--- config.mk ---
export PLATFORM = sky130hd
export DESIGN_NAME = path_capture_buffer_flat
export DESIGN_NICKNAME = d
export VERILOG_FILES = /design/src/rtl/path_capture_buffer_if.sv /design/src/rtl/path_capture_buffer.sv /design/src/flat_wrapper.sv
export SDC_FILE = /design/constraint.sdc
export NUM_CORES = 1
export LEC_CHECK = 0
export BUFFER_PORTS_ARGS = -buffer_cell sky130_fd_sc_hd__buf_2
export CAP_MARGIN = 20
export CORE_MARGIN = 2
export CORE_UTILIZATION = 61
export CTS_CLUSTER_DIAMETER = 150
export CTS_CLUSTER_SIZE = 10
export DETAILED_ROUTE_END_ITERATION = 12
export GPL_TIMING_DRIVEN = 0
export PLACE_DENSITY = 0.9
export SETUP_SLACK_MARGIN = 0.02
export SYNTH_ARGS = -nofsm -noshare
export SYNTH_HDL_FRONTEND = slang
export SYNTH_SLANG_ARGS = --single-unit
--- constraint.sdc ---
create_clock -name clk -period 5.7 [get_ports clk]
set_input_delay 0.855 -clock clk [delete_from_list [all_inputs] [get_ports clk]]
set_output_delay 0.855 -clock clk [all_outputs]
set_load 0.02 [all_outputs]
--- src/rtl/path_capture_buffer_if.sv ---
// CPU store-snoop bus plus consumer read/ack port of the path capture buffer.
// master = CPU/consumer side, slave = capture block.
interface path_capture_buffer_if #(
  parameter int unsigned DATA_W = 32,
  parameter int unsigned ADDR_W = 32,
  parameter int unsigned DEPTH  = 16
);
  localparam int unsigned IDX_W = $clog2(DEPTH);
  localparam int unsigned CNT_W = $clog2(DEPTH + 1);

  logic              MemWrite;
  logic [ADDR_W-1:0] DataAdr;
  logic [DATA_W-1:0] WriteData;
  logic [IDX_W-1:0]  rd_idx;
  logic [DATA_W-1:0] rd_data;
  logic [CNT_W-1:0]  count;
  logic              path_found;
  logic              done_pulse;
  logic              overflow;
  logic              path_ack;

  modport master (
    output MemWrite, DataAdr, WriteData, rd_idx, path_ack,
    input  rd_data, count, path_found, done_pulse, overflow
  );

  modport slave (
    input  MemWrite, DataAdr, WriteData, rd_idx, path_ack,
    output rd_data, count, path_found, done_pulse, overflow
  );
endinterface

--- src/rtl/path_capture_buffer.sv ---
// Snoops CPU stores to a path-data address, buffers up to DEPTH words and
// flags path completion on a done store until the consumer acknowledges.
module path_capture_buffer #(
  parameter int unsigned     DATA_W    = 32,
  parameter int unsigned     ADDR_W    = 32,
  parameter int unsigned     DEPTH     = 16,
  parameter logic [ADDR_W-1:0] PATH_ADDR = 32'h0200_0008,
  parameter logic [ADDR_W-1:0] DONE_ADDR = 32'h0200_000C,
  parameter logic [ADDR_W-1:0] CLR_ADDR  = 32'h0200_0010
) (
  input  logic                   clk,
  input  logic                   reset,
  path_capture_buffer_if.slave   bus
);
  localparam int unsigned IDX_W = $clog2(DEPTH);
  localparam int unsigned CNT_W = $clog2(DEPTH + 1);

  typedef enum logic {CAPTURE, DONE} state_t;

  state_t            state_q, state_d;
  logic [CNT_W-1:0]  count_q, count_d;
  logic              overflow_q, overflow_d;
  logic              done_pulse_q, done_pulse_d;
  logic [DATA_W-1:0] rd_data_q;
  logic              wr_en;
  logic [DATA_W-1:0] mem [DEPTH];

  logic is_path, is_done, is_clr;
  assign is_path = bus.MemWrite && (bus.DataAdr == PATH_ADDR);
  assign is_done = bus.MemWrite && (bus.DataAdr == DONE_ADDR)
                   && (bus.WriteData == DATA_W'(1));
  assign is_clr  = bus.MemWrite && (bus.DataAdr == CLR_ADDR);

  always_comb begin
    state_d      = state_q;
    count_d      = count_q;
    overflow_d   = overflow_q;
    done_pulse_d = 1'b0;
    wr_en        = 1'b0;
    if (is_clr) begin
      state_d    = CAPTURE;
      count_d    = '0;
      overflow_d = 1'b0;
    end else begin
      unique case (state_q)
        CAPTURE: begin
          if (is_path) begin
            if (count_q < CNT_W'(DEPTH)) begin
              wr_en   = 1'b1;
              count_d = count_q + CNT_W'(1);
            end else begin
              overflow_d = 1'b1;
            end
          end else if (is_done) begin
            state_d      = DONE;
            done_pulse_d = 1'b1;
          end
        end
        DONE: begin
          // Stores arriving with the ack are judged against DONE and dropped.
          if (bus.path_ack) begin
            state_d    = CAPTURE;
            count_d    = '0;
            overflow_d = 1'b0;
          end
        end
        default: state_d = CAPTURE;
      endcase
    end
  end

  always_ff @(posedge clk) begin
    if (reset) begin
      state_q      <= CAPTURE;
      count_q      <= '0;
      overflow_q   <= 1'b0;
      done_pulse_q <= 1'b0;
      rd_data_q    <= '0;
    end else begin
      state_q      <= state_d;
      count_q      <= count_d;
      overflow_q   <= overflow_d;
      done_pulse_q <= done_pulse_d;
      rd_data_q    <= (CNT_W'(bus.rd_idx) < count_q) ? mem[bus.rd_idx] : '0;
    end
  end

  // Buffer RAM is not reset; the write pointer is the entry count.
  always_ff @(posedge clk) begin
    if (!reset && wr_en) mem[count_q[IDX_W-1:0]] <= bus.WriteData;
  end

  assign bus.rd_data    = rd_data_q;
  assign bus.count      = count_q;
  assign bus.path_found = (state_q == DONE);
  assign bus.done_pulse = done_pulse_q;
  assign bus.overflow   = overflow_q;
endmodule

--- src/flat_wrapper.sv ---
// flat-port wrapper written by rule: the top's interface ports become plain ports
module path_capture_buffer_flat 
#(
  parameter int unsigned     DATA_W    = 32,
  parameter int unsigned     ADDR_W    = 32,
  parameter int unsigned     DEPTH     = 16,
  parameter logic [ADDR_W-1:0] PATH_ADDR = 32'h0200_0008,
  parameter logic [ADDR_W-1:0] DONE_ADDR = 32'h0200_000C,
  parameter logic [ADDR_W-1:0] CLR_ADDR  = 32'h0200_0010
)
  (clk, reset, bus_MemWrite, bus_DataAdr, bus_WriteData, bus_rd_idx, bus_path_ack, bus_rd_data, bus_count, bus_path_found, bus_done_pulse, bus_overflow);
  path_capture_buffer_if #(.DATA_W(DATA_W), .ADDR_W(ADDR_W), .DEPTH(DEPTH)) bus_i ();
  input  logic clk;
  input  logic reset;
  input wire logic [$bits(bus_i.MemWrite)-1:0] bus_MemWrite;
  input wire logic [$bits(bus_i.DataAdr)-1:0] bus_DataAdr;
  input wire logic [$bits(bus_i.WriteData)-1:0] bus_WriteData;
  input wire logic [$bits(bus_i.rd_idx)-1:0] bus_rd_idx;
  input wire logic [$bits(bus_i.path_ack)-1:0] bus_path_ack;
  output wire logic [$bits(bus_i.rd_data)-1:0] bus_rd_data;
  output wire logic [$bits(bus_i.count)-1:0] bus_count;
  output wire logic [$bits(bus_i.path_found)-1:0] bus_path_found;
  output wire logic [$bits(bus_i.done_pulse)-1:0] bus_done_pulse;
  output wire logic [$bits(bus_i.overflow)-1:0] bus_overflow;
  assign bus_i.MemWrite = bus_MemWrite;
  assign bus_i.DataAdr = bus_DataAdr;
  assign bus_i.WriteData = bus_WriteData;
  assign bus_i.rd_idx = bus_rd_idx;
  assign bus_i.path_ack = bus_path_ack;
  assign bus_rd_data = bus_i.rd_data;
  assign bus_count = bus_i.count;
  assign bus_path_found = bus_i.path_found;
  assign bus_done_pulse = bus_i.done_pulse;
  assign bus_overflow = bus_i.overflow;
  path_capture_buffer #(.DATA_W(DATA_W), .ADDR_W(ADDR_W), .DEPTH(DEPTH), .PATH_ADDR(PATH_ADDR), .DONE_ADDR(DONE_ADDR), .CLR_ADDR(CLR_ADDR)) u_core (.clk(clk), .reset(reset), .bus(bus_i));
endmodule
# Yosys cells after proc, flatten, opt, wreduce, memory -nomap -nowiden
# Memory sizes are Yosys's and may differ from the RTL's. A register that Yosys moved wholly into a read port is not among the register bits.
# Cells that the tools add are included.
[totals]
regBits = 8
latch_bits = 0
mem_bits_rw = 512
rom_bits = 0
input_bits = 72
out_inout_bits = 40
wordCells = 47
memories = 1
[classes]
addsub = 1
mul = 0
n_div = 0
order_cmp = 2
eq_ne = 8
n_shift = 0
n_mux = 18
bitwise_logic = 2
n_reduce_logical = 11
[mem_list]
columns = ["name", "words", "word_bits", "read_ports", "rd_clocked_by_memory_dff", "wr", "line", "text"]
rows = [
  ["u_core.mem", 16, 32, 1, 1, 1, "path_capture_buffer.sv:26", "logic [DATA_W-1:0] mem [DEPTH];"],
]
[op_table]
columns = ["op", "n"]
rows = [
  ["equality test 32 x 26 -> 1 bit, second input constant", 3],
  ["equality test 32 x 1 -> 1 bit, second input constant", 1],
  ["two-way mux 5 bit", 3],
  ["two-way mux 1 bit", 12],
  ["case mux 5 bit (2 select lines)", 1],
  ["AND reduction 3 bit", 2],
  ["adder 5 x 1 -> 5 bit, second input constant", 1],
  ["logical AND 1 bit", 5],
  ["less-than comparator 4 x 5 -> 1 bit", 1],
  ["less-than comparator 5 bit, second input constant", 1],
  ["!= test 2 x 1 -> 1 bit, second input constant", 2],
  ["!= test 2 bit, second input constant", 2],
  ["case mux 1 bit (2 select lines)", 2],
  ["OR reduction 2 bit", 2],
  ["OR reduction 3 bit", 1],
  ["NOT 1 bit", 2],
  ["logical NOT 1 bit", 1],
]

# Depth between registers and ports, before layout
# Gate-level depths: netlist of the first run.
[depth]
depth_word = 8
depth_mapped = 7
ltp_nobuf = 6

# Worst setup path before layout of the first run
# No wires, ideal clock.
[synth_path]
path_type = "input -> register"
from = "input port bus_DataAdr[0]"
to = "memory u_core.mem[3][0], enable pin"
setup_ps = 461
arrival_time_ps = 4646
t_required_ps = 5239
setup_slack_ps = 593
cell_stages = 5
path_buffers = 0
cell_sequence = "or4_4 -> or4_4 -> nor4_4 -> nand2_1 -> nor3_1"
[synth_between]
elab_chain_cells = 8
elab_cells_between_ends = 10
classes_between = "eq/ne: 2; mux: 5; reduce/logical: 3"
[synth_lines]
columns = ["item", "line", "text"]
rows = [
  ["start, declared", "flat_wrapper.sv:16", "input wire logic [$bits(bus_i.DataAdr)-1:0] bus_DataAdr;"],
  ["equality test 32 x 26 -> 1 bit", "path_capture_buffer.sv:29", "assign is_path = bus.MemWrite && (bus.DataAdr == PATH_ADDR);"],
  ["logical AND 1 bit", "path_capture_buffer.sv:29", ""],
  ["two-way mux 1 bit", "path_capture_buffer.sv:47", "if (is_path) begin"],
  ["two-way mux 1 bit", "path_capture_buffer.sv:45", "unique case (state_q)"],
  ["two-way mux 1 bit (*)", "path_capture_buffer.sv:40", "if (is_clr) begin"],
  ["logical AND 1 bit (*)", "path_capture_buffer.sv:90", "if (!reset && wr_en) mem[count_q[IDX_W-1:0]] <= bus.WriteData;"],
  ["two-way mux 1 bit (*)", "path_capture_buffer.sv:90", ""],
  ["two-way mux 1 bit (implied by the code) (*)", "path_capture_buffer.sv:90", ""],
  ["end, declared", "path_capture_buffer.sv:26", ""],
]
# Mark *: on every way between the ends. The rest lies on a longest branch, timed or not.

# Worst setup path in the final report of the first run
[layout_path]
from = "input port bus_DataAdr[0]"
to = "memory u_core.mem[1][2], enable pin"
# Same word-level chain as after synthesis.

==> results of run 1 <==
## cell usage in the layout, fill, tap and decap left out, drive strengths merged, types with 2 or more instances in the layout
cell type / instances
nor2: 19
mux4: 160
nor3: 9
nor3b: 2
dfxtp: 40
inv: 40
mux2i: 2
nand2: 11
or4: 4
ha: 7
a21o: 4
clkbuf: 143
nand4b: 2
a21oi: 5
a211o: 2
diode: 2
nand4: 6
edfxtp: 512
nor4b: 4
a211oi: 32
buf: 151
nor4: 9
clkinv: 2
nand2b: 2
## cell families (layout without fill, tap and decap cells)
kind of cell | count (synthesis) | count (layout) | synth area share [%]
flops | 552 | 552 | 77.0
mux | 162 | 162 | 17.2
buf+inv | 87 | 336 | 1.63
simple gates | 72 | 72 | 2.04
other cells | 0 | 2 | 0
compound gates | 47 | 47 | 1.70
fa+ha+maj | 7 | 7 | 0.417
## through the flow
step | area, sq um | power, mW | setup TNS, ps | hold WS (ps) | instances
6_report | 24500 | 8.40 | 0 | 514 | 1626
2_1_floorplan | 21000 | 4.73 | 0 | 528 | 927
5_1_grt | 24500 | 8.58 | 0 | 531 | 1625
4_1_cts | 24400 | 8.41 | 0 | 509 | 1622
3_3_place_gp | 22100 | 4.86 | -269730 | 461 | 1484
3_5_place_dp | 22600 | 4.89 | 0 | 493 | 1508
## how the worst max path moves through the flow
stage	slack [ps]	start	cells past startpoint	endpoint
6_report	1700	bus_DataAdr[0]	8	u_core.mem[1][2]
5_1_grt	1670	bus_DataAdr[0]	8	u_core.mem[1][2]
3_3_place_gp	-1770	bus_DataAdr[0]	6	u_core.mem[0][2]
2_1_floorplan	590	bus_DataAdr[0]	5	u_core.mem[3][0]
3_5_place_dp	1240	bus_DataAdr[0]	8	u_core.mem[1][2]
4_1_cts	1760	bus_DataAdr[0]	8	u_core.mem[1][2]
## cell usage after synthesis (4+ instances only)
library cell	number
nand2_1	11
a21oi_1	5
a21o_1	4
ha_1	7
nand4_1	6
inv_1	38
buf_2	12
nor3_1	9
nor4_1	7
nor4b_1	4
mux4_2	160
dfxtp_1	40
nor2_1	19
buf_1	4
clkbuf_1	32
edfxtp_1	512
a211oi_1	32
## area by class of cell
type	count	area share, %
plain buffers	48	0.798
flip-flops and latches	552	66.1
clock buffers	111	7.10
multi-input cells	288	18.8
inverters	39	0.599
clock inverters	3	0.184
well taps	448	2.29
diodes	2	0.0205
repair buffers	135	4.04
## worst register-to-register path, stage by stage, from the launching register on
cell,delay [ps]
dfxtp_1,310
clkbuf_1,330
nand4b_1,430
nor4_4,520
nand2_1,370
nor3_2,880
buf_6,290
buf_8,190
## power breakdown
part | internal, mW | switching [mW] | leakage [nW]
Sequential | 4.43 | 0.00287 | 4.93
Clock | 2.04 | 1.54 | 0.843
Combinational | 0.156 | 0.229 | 2.19
## state kept, by name, indices dropped and copies added, names as in the netlist
name                   cells
u_core.bus.overflow        1
u_core.bus.count           5
u_core.bus.done_pulse      1
u_core.mem               512
u_core.bus.rd_data        32
u_core.bus.path_found      1
## routing by layer
layer	GRT usage, %	vias up
met1	40.7	5742
met3	8.32	190
met2	52.1	968
li1	-	4326
met4	13.8	0
met5	0	-
==> results.yml, run 1 <==
die:
  die_h_microns: 190
  core_sq_mm: 0.0337
  ios: 112
  die_w_microns: 190
  rows: 67
  die-area_sq_mm: 0.0360
  initial_core_util_pct: 62.4
clocking:
  clk_latency_ps: 610
  root_buffer: "clkbuf_16"
  clk_pin_slew_ps: 60
  htree_levels: 2
  clkSinkCount: 552
  cts_resized: 0
  ctsHoldBuffers: 0
  clk_path_buf_depth: 3
  tritoncts: "done"
  cts_setup_buffers: 0
  cts-buffers-inserted: 61
sta:
  finalHoldViolCount: 0
  setup_viol: 0
  relSlewSlack_pct: 29.7
  fmax_ghz: 0.250
  rsz0062_at_grt: "false"
  period_share_pct: 70.2
  period_needed_ps: 4000
  drv_slew: 0
  fin_ws_ps: 1700
  clock_skew_ps: 19.5
  tightest_slew_ps: 1050
worst_setup_path:
  cp.buffers_inverters: 3
  endpoint_kind: "register"
  r2r_start: "u_core.bus.path_found"
  r2r-end: "u_core.mem[1][2]"
  r2r_setup_slack_ps: 2090
  slowest_delay_ps: 880
  critPathLaunchType: "input pin"
  crit_family: "simple AND/OR/NAND/NOR gates"
  crit_required_ps: 6000
  slowest_stage: "nor3_2"
  crit_arrival_ps: 4300
  worstPathMaxFanout: 10
  crit_type: "input pin to register"
  reg2regPathDepth: 7
  crit_path_frequent_cell: "or4_4"
  cp_cell_sequence: "buf_2, or4_4, or4_4, nor4_4, nand2_1, nor3_2, buf_6, buf_8"
detailed_routing:
  dr_wl_met2_mm: 27.8
  wl_met3_mm: 6.45
  vias_per_cell: 6.90
  vias: 11200
  met1Wirelength_mm: 18.7
  top_layer: "met4"
  wire_per_inst_microns: 34.0
  ant_nets: 0
  drc: 0
  drt_wl_total_mm: 55.3
  dr.first_iter.drc_count: 1813
  drt_pass1_iterations: 5
flow_run:
  maxCapViolations: 0
synth:
  synth_top_area_share_pct: 73.2
  synth_flop_cell: "edfxtp_1"
  netlist.top_cell.by_area: "edfxtp_1"
  synth_nets: 1006
  avgSynthCellArea_sq_um: 22.7
  syn_area_sq_mm: 0.0210
  synth_edf_count: 512
  ys_ff_latch: 552
  yosysWarningCount: 0
  seq_area_frac_synth_pct: 77.0
  async_flop_share_pct: 0
  synth_area_leaders: "edfxtp_1 73%, mux4_2 17%, dfxtp_1 3.8%"
  synth.distinct_cells: 34
  syn_inst: 927
grt:
  grt_max_degree: 25
  grt_pass1_vias: 11600
  antenna_found_initial: 2
  track_usage_pct: 31.7
  grt_pass1_wl_mm: 79.7
  grt_overflow_total: 0
worst_hold_path:
  hp-start: "u_core.bus.overflow"
  whs_endpoint: "u_core.bus.overflow"
  hold_path.class: "register to register"
  min_path_cells: 2
pwr:
  total_leakage_power_nw: 7.96
  ir_drop_v: 0.000278
  power_density_mw_per_mm2: 343
place:
  io_buffers: 109
  hpwl_mm: 31.6
  dpl_worst_slack_ps: 1240
  place_congestion: 0.824
layout:
  drive_gt1_share_pct: 33.5
  n_fill_cell: 1796
  register_area_sq_mm: 0.0162
  fin_nets: 1204
  final_util_pct: 72.6
  syn_to_final_growth_pct: 16.4
  multi_input_area_sq_mm: 0.00461
outcome:
  outcome: "finished, final reports clean"
Power figures use the tool's default switching activity.
==> run 2, diff against run 1 <==
--- a/config.mk
+++ b/config.mk
@@ -8,12 +8,12 @@
 export BUFFER_PORTS_ARGS = -buffer_cell sky130_fd_sc_hd__buf_2
 export CAP_MARGIN = 20
 export CORE_MARGIN = 2
-export CORE_UTILIZATION = 61
+export CORE_UTILIZATION = 55
 export CTS_CLUSTER_DIAMETER = 150
 export CTS_CLUSTER_SIZE = 10
 export DETAILED_ROUTE_END_ITERATION = 12
 export GPL_TIMING_DRIVEN = 0
-export PLACE_DENSITY = 0.9
+export PLACE_DENSITY = 0.86
 export SETUP_SLACK_MARGIN = 0.02
 export SYNTH_ARGS = -nofsm -noshare
 export SYNTH_HDL_FRONTEND = slang
==> constraint.sdc (replaced) <==
create_clock -name clk -period 3.36 [get_ports clk]
set_input_delay 0.504 -clock clk [delete_from_list [all_inputs] [get_ports clk]]
set_output_delay 0.504 -clock clk [all_outputs]
set_load 0.02 [all_outputs]
==> run 2 against run 1 <==
  * First-iteration DRC count fell by 20%
  * Critical path depth unchanged
  * Sequential cell count is the same
  * Die area grew 11%
  * Register-to-register slack got worse by 1900 ps
  * Clock power rose by 66%
  * Total power up 68%
  * Non-clock buffer count fell by 2
  * Final area increased by 0.54%
  * Wire length shrank 2.2%
==> results.yml, run 2 (synthesis results as in run 1) <==
clocking:
  cts_resized: 0
  clkSinkCount: 552
  root_buffer: "clkbuf_16"
  htree_levels: 2
  tritoncts: "done"
  clk_path_buf_depth: 3
  clk_pin_slew_ps: 50
  cts-buffers-inserted: 61
  clk_latency_ps: 590
  cts_setup_buffers: 0
  ctsHoldBuffers: 0
layout:
  drive_gt1_share_pct: 33.4
  largest_register_ffs: 512
  final_area_sq_mm: 0.0246
  syn_to_final_growth_pct: 17.0
  layout_commonest_cell: "edfxtp_1"
  fin_nets: 1202
  instances_no_fill: 1687
  mostFrequentLayoutCells: "512 x edfxtp_1, 160 x mux4_2, 121 x buf_2, 83 x clkbuf_1, 61 x clkbuf_16"
sta:
  period_needed_ps: 3240
  setup_tns_ps: 0
  period_share_pct: 96.3
  rsz0062_at_grt: "false"
  finalHoldViolCount: 0
  setup_viol: 0
  tightest_slew_ps: 1080
  clock_skew_ps: 31.6
  drv_slew: 0
  relSlewSlack_pct: 28.3
  fmax_ghz: 0.309
  hold_slack_ps: 173
die:
  die-area_sq_mm: 0.0398
  core_sq_mm: 0.0377
  die_h_microns: 199
  ios: 112
  die_w_microns: 199
  initial_core_util_pct: 55.8
  rows: 71
place:
  placed_cells: 1567
  io_buffers: 109
  hpwl_mm: 31.3
  place_congestion: 0.759
  post_dp_cell_area_sq_mm: 0.0228
pwr:
  power_mw: 14.1
  total_leakage_power_nw: 7.93
  p_switching_mw: 2.94
  ir_drop_v: 0.000461
  power_density_mw_per_mm2: 575
  seqPwrFrac_pct: 53.2
  sw_frac_of_total_pct: 20.8
  p_clk_share_pct: 42.1
  p_comb_share_pct: 4.7
  p_int_mw: 11.2
worst_setup_path:
  crit_required_ps: 3640
  endpoint_kind: "register"
  worstPathMaxFanout: 14
  crit_type: "input pin to register"
  crit_arrival_ps: 3510
  critPathLaunchType: "input pin"
grt:
  grt_overflow_total: 0
  grt_max_degree: 24
  antenna_found_initial: 3
  grt_pass1_vias: 11600
  track_usage_pct: 28.1
  grt_pass1_wl_mm: 77.4
flow_run:
  maxCapViolations: 0
detailed_routing:
  vias: 11000
  wire_per_inst_microns: 32.1
  wl_met3_mm: 6.36
  met1Wirelength_mm: 17.8
  vias_per_cell: 6.54
  dr_wl_met2_mm: 27.3
  drc: 0
  drt_wl_total_mm: 54.1
  ant_nets: 0
  drt_pass1_iterations: 6
  dr.first_iter.drc_count: 1446
  top_layer: "met5"
outcome:
  outcome: "finished, final reports clean"
worst_hold_path:
  hold_path.class: "input pin to register"
## run 2: changes by cell type in the layout (fill, tap and decap cells not counted), moves of 3 or more
cell	delta
buf_6	-8
buf_12	+4
nor3_2	-4
nor3_4	+4
buf_16	+3
## run 2: per-layer routing
metal  GRT usage (%)  vias up
li1                -     4314
met1            35.0     5609
met2            47.0      920
met3            7.22      182
met4            12.3        4
met5               0        -
## run 2: metrics by stage
stage               setup slack, ps  utilization, %
CTS                             165            65.1
floorplan                      49.2               -
global route                   53.4            65.3
finish                          123            65.3
global placement              -1110            59.1
detailed placement             -433            60.5
## run 2: worst max-delay path, stage by stage
cell	delay (ps)
buf_2	100
or4_4	540
or4_4	560
nor4_4	330
nand2_1	370
nor3_4	660
buf_16	260
buf_16	180
## run 2: final timing paths
| check | start | cells past startpoint | slack, ps | end |
|---|---|---|---|---|
| worst min-delay path | bus_path_ack | 2 | 170 | u_core.bus.count[4] |
| worst max register to register | u_core.bus.path_found | 7 | 230 | u_core.mem[0][3] |
| worst max-delay path | bus_DataAdr[0] | 8 | 120 | u_core.mem[0][3] |
| worst min register to register | u_core.bus.overflow | 2 | 460 | u_core.bus.overflow |
## run 2: cell type report
cell class	count	area, sq um
antenna	1	2.50
clock buffer	112	1720
inverter	39	146
fill	2355	13100
tap	511	639
timing repair buffer	133	1050
sequential	552	16200
multi-input combinational	288	4630
buffer	48	195
clock inverter	3	26.3
## run 2: power by group through the flow
stage	clock network [mW]	registers [mW]	logic [mW]
after global routing	6.25	7.52	0.694
after global placement	0	7.66	0.595
after CTS	6.00	7.52	0.648
final	5.95	7.52	0.658
after floorplan	0	7.69	0.334
after detailed placement	0	7.66	0.630
==> run 3, diff against run 2 <==
--- a/config.mk
+++ b/config.mk
@@ -7,13 +7,15 @@
 export LEC_CHECK = 0
 export BUFFER_PORTS_ARGS = -buffer_cell sky130_fd_sc_hd__buf_2
 export CAP_MARGIN = 20
-export CORE_MARGIN = 2
-export CORE_UTILIZATION = 55
+export CELL_PAD_IN_SITES_DETAIL_PLACEMENT = 0
+export CELL_PAD_IN_SITES_GLOBAL_PLACEMENT = 1
+export CORE_UTILIZATION = 49
 export CTS_CLUSTER_DIAMETER = 150
 export CTS_CLUSTER_SIZE = 10
 export DETAILED_ROUTE_END_ITERATION = 12
 export GPL_TIMING_DRIVEN = 0
 export PLACE_DENSITY = 0.86
+export REMOVE_ABC_BUFFERS = 1
 export SETUP_SLACK_MARGIN = 0.02
 export SYNTH_ARGS = -nofsm -noshare
 export SYNTH_HDL_FRONTEND = slang
==> run 3 against run 2 <==
  * Sequential power is essentially flat
  * Wire length shrank 11%
  * Clock skew shrank 16 ps
  * Core utilization shrank 7.1 points
  * Critical path depth shrank 1
  * Cell count shrank 0.71%
  * First-iteration DRC count shrank 7.2%
==> results.yml, run 3 (synthesis results as in run 1) <==
outcome:
  outcome: "finished, final reports clean"
worst_setup_path:
  crit_family: "simple AND/OR/NAND/NOR gates"
  r2r_setup_slack_ps: 460
  crit_type: "input pin to register"
  cp.buffers_inverters: 2
  worstPathMaxFanout: 19
  endpoint_kind: "register"
  crit_path_frequent_cell: "or4_4"
  cp_cell_sequence: "buf_2, or4_4, or4_4, nor4_4, nand2_1, nor2_4, buf_16"
  slowest_stage: "nor2_4"
  crit_arrival_ps: 3550
  critPathLaunchType: "input pin"
  slowest_delay_ps: 800
  crit_required_ps: 3640
die:
  initial_core_util_pct: 49.9
  die_h_microns: 209
  die-area_sq_mm: 0.0437
  core_sq_mm: 0.0421
  die_w_microns: 209
  ios: 112
  rows: 75
detailed_routing:
  drt_wl_total_mm: 48.1
  vias_per_cell: 6.29
  vias: 10500
  drt_pass1_iterations: 7
  ant_nets: 0
  dr.first_iter.drc_count: 1342
  drc: 0
  wire_per_inst_microns: 28.7
clocking:
  clk_path_buf_depth: 3
  root_buffer: "clkbuf_16"
  htree_levels: 2
  clk_latency_ps: 590
  cts-buffers-inserted: 61
  tritoncts: "done"
  clkSinkCount: 552
  clk_pin_slew_ps: 60
sta:
  tightest_slew_ps: 1020
  fmax_ghz: 0.305
  finalHoldViolCount: 0
  rsz0062_at_grt: "true"
  period_needed_ps: 3280
  clock_skew_ps: 15.1
  hold_slack_ps: 178
  drv_slew: 0
  period_share_pct: 97.5
  setup_tns_ps: 0
  setup_viol: 0
  relSlewSlack_pct: 31.9
pwr:
  total_leakage_power_nw: 7.93
  ir_drop_v: 0.000375
  power_density_mw_per_mm2: 569
  power_mw: 14.0
layout:
  register_area_sq_mm: 0.0162
  layout_commonest_cell: "edfxtp_1"
  final_util_pct: 58.2
  fin_nets: 1168
  drive_gt1_share_pct: 34.7
  syn_to_final_growth_pct: 16.8
  instances_no_fill: 1675
  multi_input_area_sq_mm: 0.00461
  mostFrequentLayoutCells: "512 x edfxtp_1, 160 x mux4_2, 108 x buf_2, 61 x clkbuf_16, 45 x clkbuf_1"
  largest_register_ffs: 512
  n_fill_cell: 2863
place:
  placed_cells: 1561
  place_congestion: 0.748
  hpwl_mm: 26.4
  io_buffers: 111
grt:
  grt_overflow_total: 0
  antenna_found_initial: 6
  grt_pass1_wl_mm: 70.0
  grt_pass1_vias: 10900
  track_usage_pct: 22.4
  grt_max_degree: 88
flow_run:
  maxCapViolations: 0
worst_hold_path:
  hold_path.class: "input pin to register"
[run 3: cell count changes in the layout (fill, tap and decap cells not counted), moves of 3 or more]
cell and change:
clkbuf_1 -38, buf_4 +5, buf_6 +10, buf_1 -4, buf_2 -13, nor3_4 -3, nor3_2 +3
[run 3: per-stage QoR]
step / cell area [sq um] / worst slack [ps]
after floorplan: 20800 / -1400
after global routing: 24500 / -12.0
after CTS: 24400 / 30.9
after global placement: 22000 / -4570
final: 24500 / 84.7
after detailed placement: 22700 / -540
[run 3: area by class of cell]
type	instances	share of cell area (%)
flip-flops and latches	552	65.9
repair buffers	147	4.94
clock buffers	106	6.91
multi-input cells	288	18.8
inverters	39	0.602
clock inverters	1	0.0357
diodes	3	0.0306
well taps	539	2.75
[run 3: layer usage]
| layer | share of wire [%] | global-route usage, % | wire length, microns | vias up |
|---|---|---|---|---|
| met5 | 0.073 | 0 | 35 | - |
| met4 | 2.3 | 6.24 | 1110 | 6 |
| met2 | 49 | 36.0 | 23600 | 657 |
| li1 | - | - | - | 4240 |
| met3 | 9.4 | 4.85 | 4510 | 100 |
| met1 | 39 | 31.2 | 18900 | 5537 |
[run 3: worst paths after layout]
kind                         startpoint                   to  cells after the start
setup / recovery         bus_DataAdr[0]   u_core.mem[11][20]                      7
hold / removal             bus_path_ack  u_core.bus.count[4]                      2
setup reg to reg  u_core.bus.path_found   u_core.mem[11][20]                      5
hold reg to reg     u_core.bus.overflow  u_core.bus.overflow                      2
[run 3: what timing repair did]
item,CTS,global route
buffers inserted,0,4
hold buffers,0,0
endpoints found under the setup margin,0,30
gates resized for setup,0,1
[run 3: power breakdown]
group | internal [mW] | leakage (nW) | switching, mW
clock network | 3.37 | 0.809 | 2.48
logic | 0.263 | 2.20 | 0.334
registers | 7.52 | 4.93 | 0.00480
